## config.mk

```make
export PLATFORM = sky130hd
export DESIGN_NAME = trg_src_sched
export DESIGN_NICKNAME = d
export VERILOG_FILES = /design/src/rtl/trg_src_sched.sv
export SDC_FILE = /design/constraint.sdc
export NUM_CORES = 1
export LEC_CHECK = 0
export CORE_MARGIN = 2
export CORE_UTILIZATION = 50
export CTS_BUF_LIST = sky130_fd_sc_hd__clkbuf_8
export DETAILED_ROUTE_END_ITERATION = 10
export GPL_TIMING_DRIVEN = 0
export PLACE_DENSITY = 0.75
export SYNTH_ARGS = -nofsm -noshare
export SYNTH_HDL_FRONTEND = slang
export SYNTH_SLANG_ARGS = --single-unit
```

## constraint.sdc

```tcl
create_clock -name clk_in -period 4.9 [get_ports clk_in]
set_clock_uncertainty 0.1 [all_clocks]
set_input_delay 0.735 -clock clk_in [delete_from_list [all_inputs] [get_ports clk_in]]
set_output_delay 0.735 -clock clk_in [all_outputs]
set_load 0.005 [all_outputs]
```

## src/rtl/trg_src_sched.sv

```systemverilog
// Run-control FSM and trigger-source scheduler: conditions coincidence, external and
// periodic sources, gates them by run state and mask, and keeps trigger ID / miss stats.
//
// state | meaning
// IDLE  | no run; sources gated off, trigger enable low
// ARM   | one clock; clears ID, miss count, last source and period counter
// RUN   | sources live, trigger enable high
// DRAIN | DRAIN_CYCLES clocks with sources off; accepts still counted
module trg_src_sched #(
    parameter int CYC_W        = 24,
    parameter int ID_W         = 16,
    parameter int DRAIN_CYCLES = 256
) (
    input  logic             clk_in,
    input  logic             rst_in,
    input  logic             run_start_in,
    input  logic             run_stop_in,
    input  logic [2:0]       src_mask_in,
    input  logic [CYC_W-1:0] cyc_period_in,
    input  logic             coincid_raw_in,
    input  logic             ext_trg_in,
    input  logic             eff_trg_in,
    output logic             coincid_trg_out,
    output logic             ext_trg_syn_out,
    output logic             cycled_trg_out,
    output logic             trg_enb_out,
    output logic [ID_W-1:0]  eff_trg_cnt_out,
    output logic [1:0]       last_src_out,
    output logic [ID_W-1:0]  missed_cnt_out,
    output logic             run_active_out
);
    localparam int DRN_W = (DRAIN_CYCLES > 1) ? $clog2(DRAIN_CYCLES) : 1;

    typedef enum logic [1:0] {
        ST_IDLE  = 2'd0,
        ST_ARM   = 2'd1,
        ST_RUN   = 2'd2,
        ST_DRAIN = 2'd3
    } state_t;

    state_t           state;
    logic             coin_q;
    logic             ext_s1;
    logic             ext_s2;
    logic             ext_q;
    logic [CYC_W-1:0] cyc_cnt;
    logic [DRN_W-1:0] drn_cnt;
    logic             src_evt;
    logic [1:0]       pend_code;

    logic             run_go;
    logic             cyc_on;
    logic             cyc_hit;
    logic             cyc_wrap;
    logic [CYC_W-1:0] period_m1;

    // Source outputs are registered, so gate on "still in RUN next clock" to keep
    // them silent for the whole of DRAIN.
    always_comb begin
        run_go    = (state == ST_RUN) && !run_stop_in;
        period_m1 = cyc_period_in - CYC_W'(1);
        cyc_on    = (state == ST_RUN) && (cyc_period_in != '0);
        cyc_hit   = cyc_on && (cyc_cnt == period_m1);
        cyc_wrap  = (cyc_cnt >= period_m1);
    end

    always_ff @(posedge clk_in) begin
        if (rst_in) begin
            state           <= ST_IDLE;
            coin_q          <= 1'b0;
            ext_s1          <= 1'b0;
            ext_s2          <= 1'b0;
            ext_q           <= 1'b0;
            cyc_cnt         <= '0;
            drn_cnt         <= '0;
            src_evt         <= 1'b0;
            pend_code       <= 2'd0;
            coincid_trg_out <= 1'b0;
            ext_trg_syn_out <= 1'b0;
            cycled_trg_out  <= 1'b0;
            trg_enb_out     <= 1'b0;
            eff_trg_cnt_out <= '0;
            last_src_out    <= 2'd0;
            missed_cnt_out  <= '0;
            run_active_out  <= 1'b0;
        end else begin
            coin_q <= coincid_raw_in;
            ext_s1 <= ext_trg_in;
            ext_s2 <= ext_s1;
            ext_q  <= ext_s2;

            coincid_trg_out <= run_go & src_mask_in[0] & coincid_raw_in & ~coin_q;
            ext_trg_syn_out <= run_go & src_mask_in[1] & ext_s2 & ~ext_q;
            cycled_trg_out  <= run_go & src_mask_in[2] & cyc_hit;
            trg_enb_out     <= (state == ST_RUN);

            // Simultaneous sources collapse into one event with a priority code.
            src_evt <= coincid_trg_out | ext_trg_syn_out | cycled_trg_out;
            if (coincid_trg_out) begin
                pend_code <= 2'd1;
            end else if (ext_trg_syn_out) begin
                pend_code <= 2'd2;
            end else if (cycled_trg_out) begin
                pend_code <= 2'd3;
            end

            if (cyc_on) begin
                cyc_cnt <= cyc_wrap ? '0 : cyc_cnt + CYC_W'(1);
            end else begin
                cyc_cnt <= '0;
            end

            if (state == ST_ARM) begin
                eff_trg_cnt_out <= '0;
                missed_cnt_out  <= '0;
                last_src_out    <= 2'd0;
            end else begin
                if (eff_trg_in && (state == ST_RUN || state == ST_DRAIN)) begin
                    eff_trg_cnt_out <= eff_trg_cnt_out + ID_W'(1);
                    last_src_out    <= pend_code;
                end
                if (src_evt && !eff_trg_in && (missed_cnt_out != '1)) begin
                    missed_cnt_out <= missed_cnt_out + ID_W'(1);
                end
            end

            case (state)
                ST_IDLE: begin
                    if (run_start_in && !run_stop_in) begin
                        state          <= ST_ARM;
                        run_active_out <= 1'b1;
                    end
                end
                ST_ARM: begin
                    state <= ST_RUN;
                end
                ST_RUN: begin
                    if (run_stop_in) begin
                        state   <= ST_DRAIN;
                        drn_cnt <= '0;
                    end
                end
                ST_DRAIN: begin
                    if (drn_cnt == DRN_W'(DRAIN_CYCLES - 1)) begin
                        state          <= ST_IDLE;
                        run_active_out <= 1'b0;
                        drn_cnt        <= '0;
                    end else begin
                        drn_cnt <= drn_cnt + DRN_W'(1);
                    end
                end
                default: state <= ST_IDLE;
            endcase
        end
    end
endmodule

```

# --- Word-level counts from Yosys, hierarchy flattened ---
# Index checks and enable logic that the tools add are counted.
# Widths: inputs -> output; s select.
word_totals:
  wordCells: 81
  regBits: 80
  out_inout_bits: 39
  inputBits: 34
classes:
  muxes: 13
  n_lt_le_gt_ge: 1
  eq_ne: 9
  n_addsub: 5
  bitwise_logic: 13
  n_reduce_logical: 22
ops:
  columns: ["op", "count"]
  rows:
  - ["$add 16x1->16 const B", 2]
  - ["$add 24x1->24 const B", 1]
  - ["$eq 24x24->1", 1]
  - ["$ge 24x24->1", 1]
  - ["$reduce_bool 24->1", 1]
  - ["$sub 24x1->24 const B", 1]
  - ["$mux 8", 2]
  - ["$ne 16x16->1 const B", 1]
  - ["$pmux 8 s2", 1]
  - ["$mux 2", 5]
  - ["$add 8x1->8 const B", 1]
  - ["$and 1x1->1", 8]
  - ["$eq 8x8->1 const B", 1]
  - ["$pmux 2 s4", 1]
  - ["$logic_and 1x1->1", 7]
  - ["$reduce_and 3->1", 2]
  - ["$reduce_bool 2->1", 3]
  - ["$eq 2x2->1 const B", 2]
  - ["$ne 2x2->1 const B", 2]
  - ["$reduce_or 2->1", 2]
  - ["$mux 1", 3]
  - ["$not 1->1", 3]
  - ["$reduce_bool 3->1", 1]
  - ["$reduce_or 3->1", 1]
  - ["other kinds (8)", 10]

# --- Longest topological paths before layout ---
depth:
  depth_word: 5
  ltp_mapped: 13
  ltp_nobuf: 12

# --- Worst setup path after synthesis ---
# Ideal clock, no wire load.
synth_timing:
  path_kind: "input -> register"
  startpoint: "input port cyc_period_in[0]"
  endpoint: "register cyc_cnt[10]"
  arrival_time_ns: 3.566
  setup_ns: 0.092
  path_stages: 13
  path_buffers: 1
  setup_slack_ns: 1.143
  required_ns: 4.708
  path_cell_list: "inv_1 -> ha_1 -> nor3b_1 -> nand3_4 -> nor4_4 -> xnor2_1 -> ha_1 -> a21oi_1 -> a21boi_0 -> a2111oi_4 -> nand3_4 -> buf_6 -> nor4_1"
synth_via:
  elab_chain_cells: 4
  elab_cells_between_ends: 6
  classes_between: "add/sub: 1; order compare: 1; bitwise: 1; reduce/logical: 3"
synth_rtl:
  columns: ["item", "line_no", "rtl"]
  rows:
  - ["from (decl)", "19", "input logic [CYC_W-1:0] cyc_period_in,"]
  - ["parallel branches: the longest is 3 deep, another holds $sub 24x1->24", null, null]
  - ["$reduce_or 3->1 (no line) *", null, null]
  - ["to (signal assigned)", "108", "cyc_cnt <= cyc_wrap ? '0 : cyc_cnt + CYC_W'(1);"]
  - ["to (decl)", "46", "logic [CYC_W-1:0] cyc_cnt;"]
# Mark *: on every way between the ends.
# A chain may end at the register's enable or synchronous reset.

# --- Worst setup path in the final report ---
layout_timing:
  startpoint: "input port cyc_period_in[12]"
  endpoint: "register cyc_cnt[16]"
# The elaborated chain is that of the path after synthesis.

==> impl_metrics.py <==
metrics = {
    "floorplan": {
        "fp.dieW_um": 99.7,
        "ios": 73,
        "fp-row-count": 34,
        "fp.dieH_um": 99.7,
        "core_area_um2": 8810,
        "floorplan.initialDensity_pct": 52.0,
        "dieArea_um2": 9940,
    },
    "global_routing": {
        "grt_pass1_wl_um": 17800,
        "grt_antenna_before_repair": 0,
        "grt_pass1_vias": 3891,
        "grt_overflow": 0,
        "grt_max_degree": 16,
        "grt_use_total_pct": 22.2,
    },
    "synthesis": {
        "yosysSeqAreaShare_pct": 35.0,
        "ys_seq_elements": 80,
        "ys_types": 53,
        "synth_cells": 519,
        "synth_edf_count": 0,
        "avgSynthCellArea_um2": 8.82,
        "ys.warnings.count": 0,
        "syn-num-nets": 588,
        "synth_flop_cell": "dfxtp_1",
        "ys_async_sr_fraction_pct": 0,
        "synth_area_um2": 4580,
    },
    "clock_tree": {
        "cts_made_buffers": 9,
        "cts_buffer_depth": 2,
        "path_clk_slew_ns": 0.08,
        "root_buffer": "clkbuf_8",
        "clk_latency_ns": 0.35,
        "htreeDepth": 3,
        "cts_sinks": 80,
        "postCtsHoldBufs": 0,
        "cts_tree": "yes",
    },
    "routing": {
        "drcViolationCount": 0,
        "routedWlPerCell_um": 14.9,
        "drt-total-wl_um": 10600,
        "drtAntennaViolNets": 0,
        "viasPerCell": 5.71,
        "drt-initial-drc-count": 160,
        "dr.pass1.iters": 4,
        "vias": 4084,
    },
    "sta": {
        "finalCritPeriodShare_pct": 93.7,
        "fin_crit_ns": 4.59,
        "grt_setup_unrepaired": "no",
        "relSlewSlack_pct": 39.5,
        "setup_viol": 0,
        "tightest_slew_ns": 0.899,
        "fmax_ghz": 0.218,
        "hold_violations": 0,
        "slew_viol_final": 0,
        "final.setup.tns_ns": 0,
        "fin_ws_ns": 0.310,
    },
    "worst_setup_path": {
        "crit_top_cell": "nor4_1",
        "critPathSlowestCell": "nor4_1",
        "r2r-end": "cyc_cnt[16]",
        "worst_ep_required_time_ns": 5.02,
        "reg2reg_slack_ns": 2.29,
        "crit_chain": "clkdlybuf4s50_1 -> nor4_1 -> and3_2 -> nand2_1 -> xor2_1 -> ha_1 -> nand4_1 -> nor4_1 -> o31a_1 -> clkbuf_1 -> nor4_1",
        "critPathKind": "primary input to flip-flop",
        "worst_r2r_path_depth": 6,
        "timing.rr.start": "cyc_cnt[17]",
        "cp-start-kind": "primary input",
        "crit_fanout": 10,
        "arrival_ns": 4.71,
        "endpoint_kind": "flip-flop",
        "cpPeakStageDelay_ns": 0.81,
    },
    "cells_and_area": {
        "syn_to_final_growth_pct": 22.9,
        "diodes": 0,
        "fin_nets": 671,
        "drive_above_1_share_pct": 6.26,
        "utilization_pct": 63.9,
    },
    "worst_hold_path": {
        "hold-path-cell-count": 1,
        "hp-class": "flip-flop to flip-flop",
        "min_to": "ext_trg_syn_out",
        "worstHoldStart": "ext_q",
    },
    "pwr": {
        "power.density_nw_per_um2": 262,
        "peakVddDrop_mv": 0.202,
        "power.leakage_nw": 1.91,
    },
    "status": {
        "outcome": "finished clean",
    },
    "placed_design": {
        "dp_slack_ns": -0.183,
        "gp_congestion": 0.801,
        "dp_hpwl_um": 8260,
        "port_buffers": 72,
    },
    "run": {
        "cap_viol_max_count": 0,
    },
}
-- layout by cell type, fill, tap and decap left out, drive strengths merged, types with 5 or more instances in the layout --
cell,n
dfxtp,80
clkdlybuf4s50,72
nor2,58
xnor2,41
nand2,36
ha,35
xor2,32
nor4,31
nand3,28
nor3,25
nand4,25
clkbuf,20
a21oi,18
inv,17
o21ai,12
and4,10
nor2b,8
and3,7
or3,5
-- worst max path at each step --
stage / from / end / slack (ns) / cells past startpoint
final: cyc_period_in[12] / cyc_cnt[16] / 0.31 / 11
after global routing: cyc_period_in[12] / cyc_cnt[1] / 0.05 / 11
after CTS: cyc_period_in[0] / cyc_cnt[16] / 0.19 / 13
after detailed placement: cyc_period_in[0] / cyc_cnt[22] / -0.18 / 13
after global placement: cyc_period_in[0] / cyc_cnt[7] / -0.06 / 13
after floorplan: cyc_period_in[0] / cyc_cnt[10] / 1.14 / 13
-- Yosys cell counts (6+ instances only) --
cell      instances  share of area (%)
nor2_1           57                4.7
and3_1            6               0.82
nor3_1           25                2.7
nand3_1          25                2.7
dfxtp_1          80                 35
nand4_1          25                3.4
a21oi_1          18                2.0
nor2b_1           8                1.1
xnor2_1          41                7.8
o21ai_0          11                1.2
ha_1             35                9.6
inv_1            14                1.1
nand2_1          36                3.0
xor2_1           32                6.1
nor4_1           29                4.0
clkbuf_1          9               0.74
and4_1           10                1.9
-- power breakdown --
| group | internal [W] | switching, W | total [W] |
|---|---|---|---|
| Combinational | 0.000130 | 0.000185 | 0.000315 |
| Sequential | 0.000672 | 0.0000197 | 0.000692 |
| Clock | 0.000205 | 0.000260 | 0.000465 |
-- layer usage --
metal	vias up	part of all wire, %	global-route usage [%]
met5	-	0	0
li1	2046	-	-
met4	0	0.97	5.58
met1	1934	49	30.2
met2	92	45	36.0
met3	12	5.2	4.71
-- layout make-up --
cell class | instances | area [um^2]
plain buffers | 14 | 71.3
clock buffers | 10 | 138
fillers | 740 | 3180
well taps | 108 | 135
multi-input cells | 410 | 2850
repair buffers | 72 | 721
flip-flops and latches | 80 | 1600
clock inverters | 6 | 51.3
inverters | 15 | 57.6
-- state kept, by name (all words and copies together), names as in the netlist --
name	cells
src_evt	1
ext_s1	1
last_src_out	2
trg_enb_out	1
missed_cnt_out	16
coin_q	1
coincid_trg_out	1
ext_trg_syn_out	1
ext_q	1
cycled_trg_out	1
drn_cnt	8
pend_code	2
eff_trg_cnt_out	16
run_active_out	1
state	2
cyc_cnt	24
ext_s2	1
-- critical path, delay by kind of cell --
kind,cells,cell delay (ns)
AOI/OAI and AO/OA,1,0.36
and+or+nand+nor,6,2.18
buffers and inverters,2,0.96
adders and majority gates,1,0.31
xor gates and xnor gates,1,0.15
-- what timing repair did --
action                                 4_1_cts  5_1_grt
gates resized for setup                      0        1
setup endpoints to repair                    0       20
buffers inserted                             0        0
endpoints found under the hold margin        0        0
-- kinds of logic after synthesis --
logic type	Yosys count	synth area share, %
compound gates	48	7.35
buf+inv	29	2.82
mux	4	0.902
flops	80	35.0
simple gates	250	30.4
xor+xnor	73	14.0
fa+ha+maj	35	9.57
-- stage by stage --
step	power (W)	cells	instance area [um^2]	hold slack, ns
after floorplan	0.000907	519	4580	0.273
after global placement	0.00101	699	5430	0.282
after detailed placement	0.00102	699	5430	0.287
after CTS	0.00148	715	5620	0.299
after global routing	0.00154	715	5630	0.306
final	0.00147	715	5630	0.295
Power figures use the tool's default switching activity.
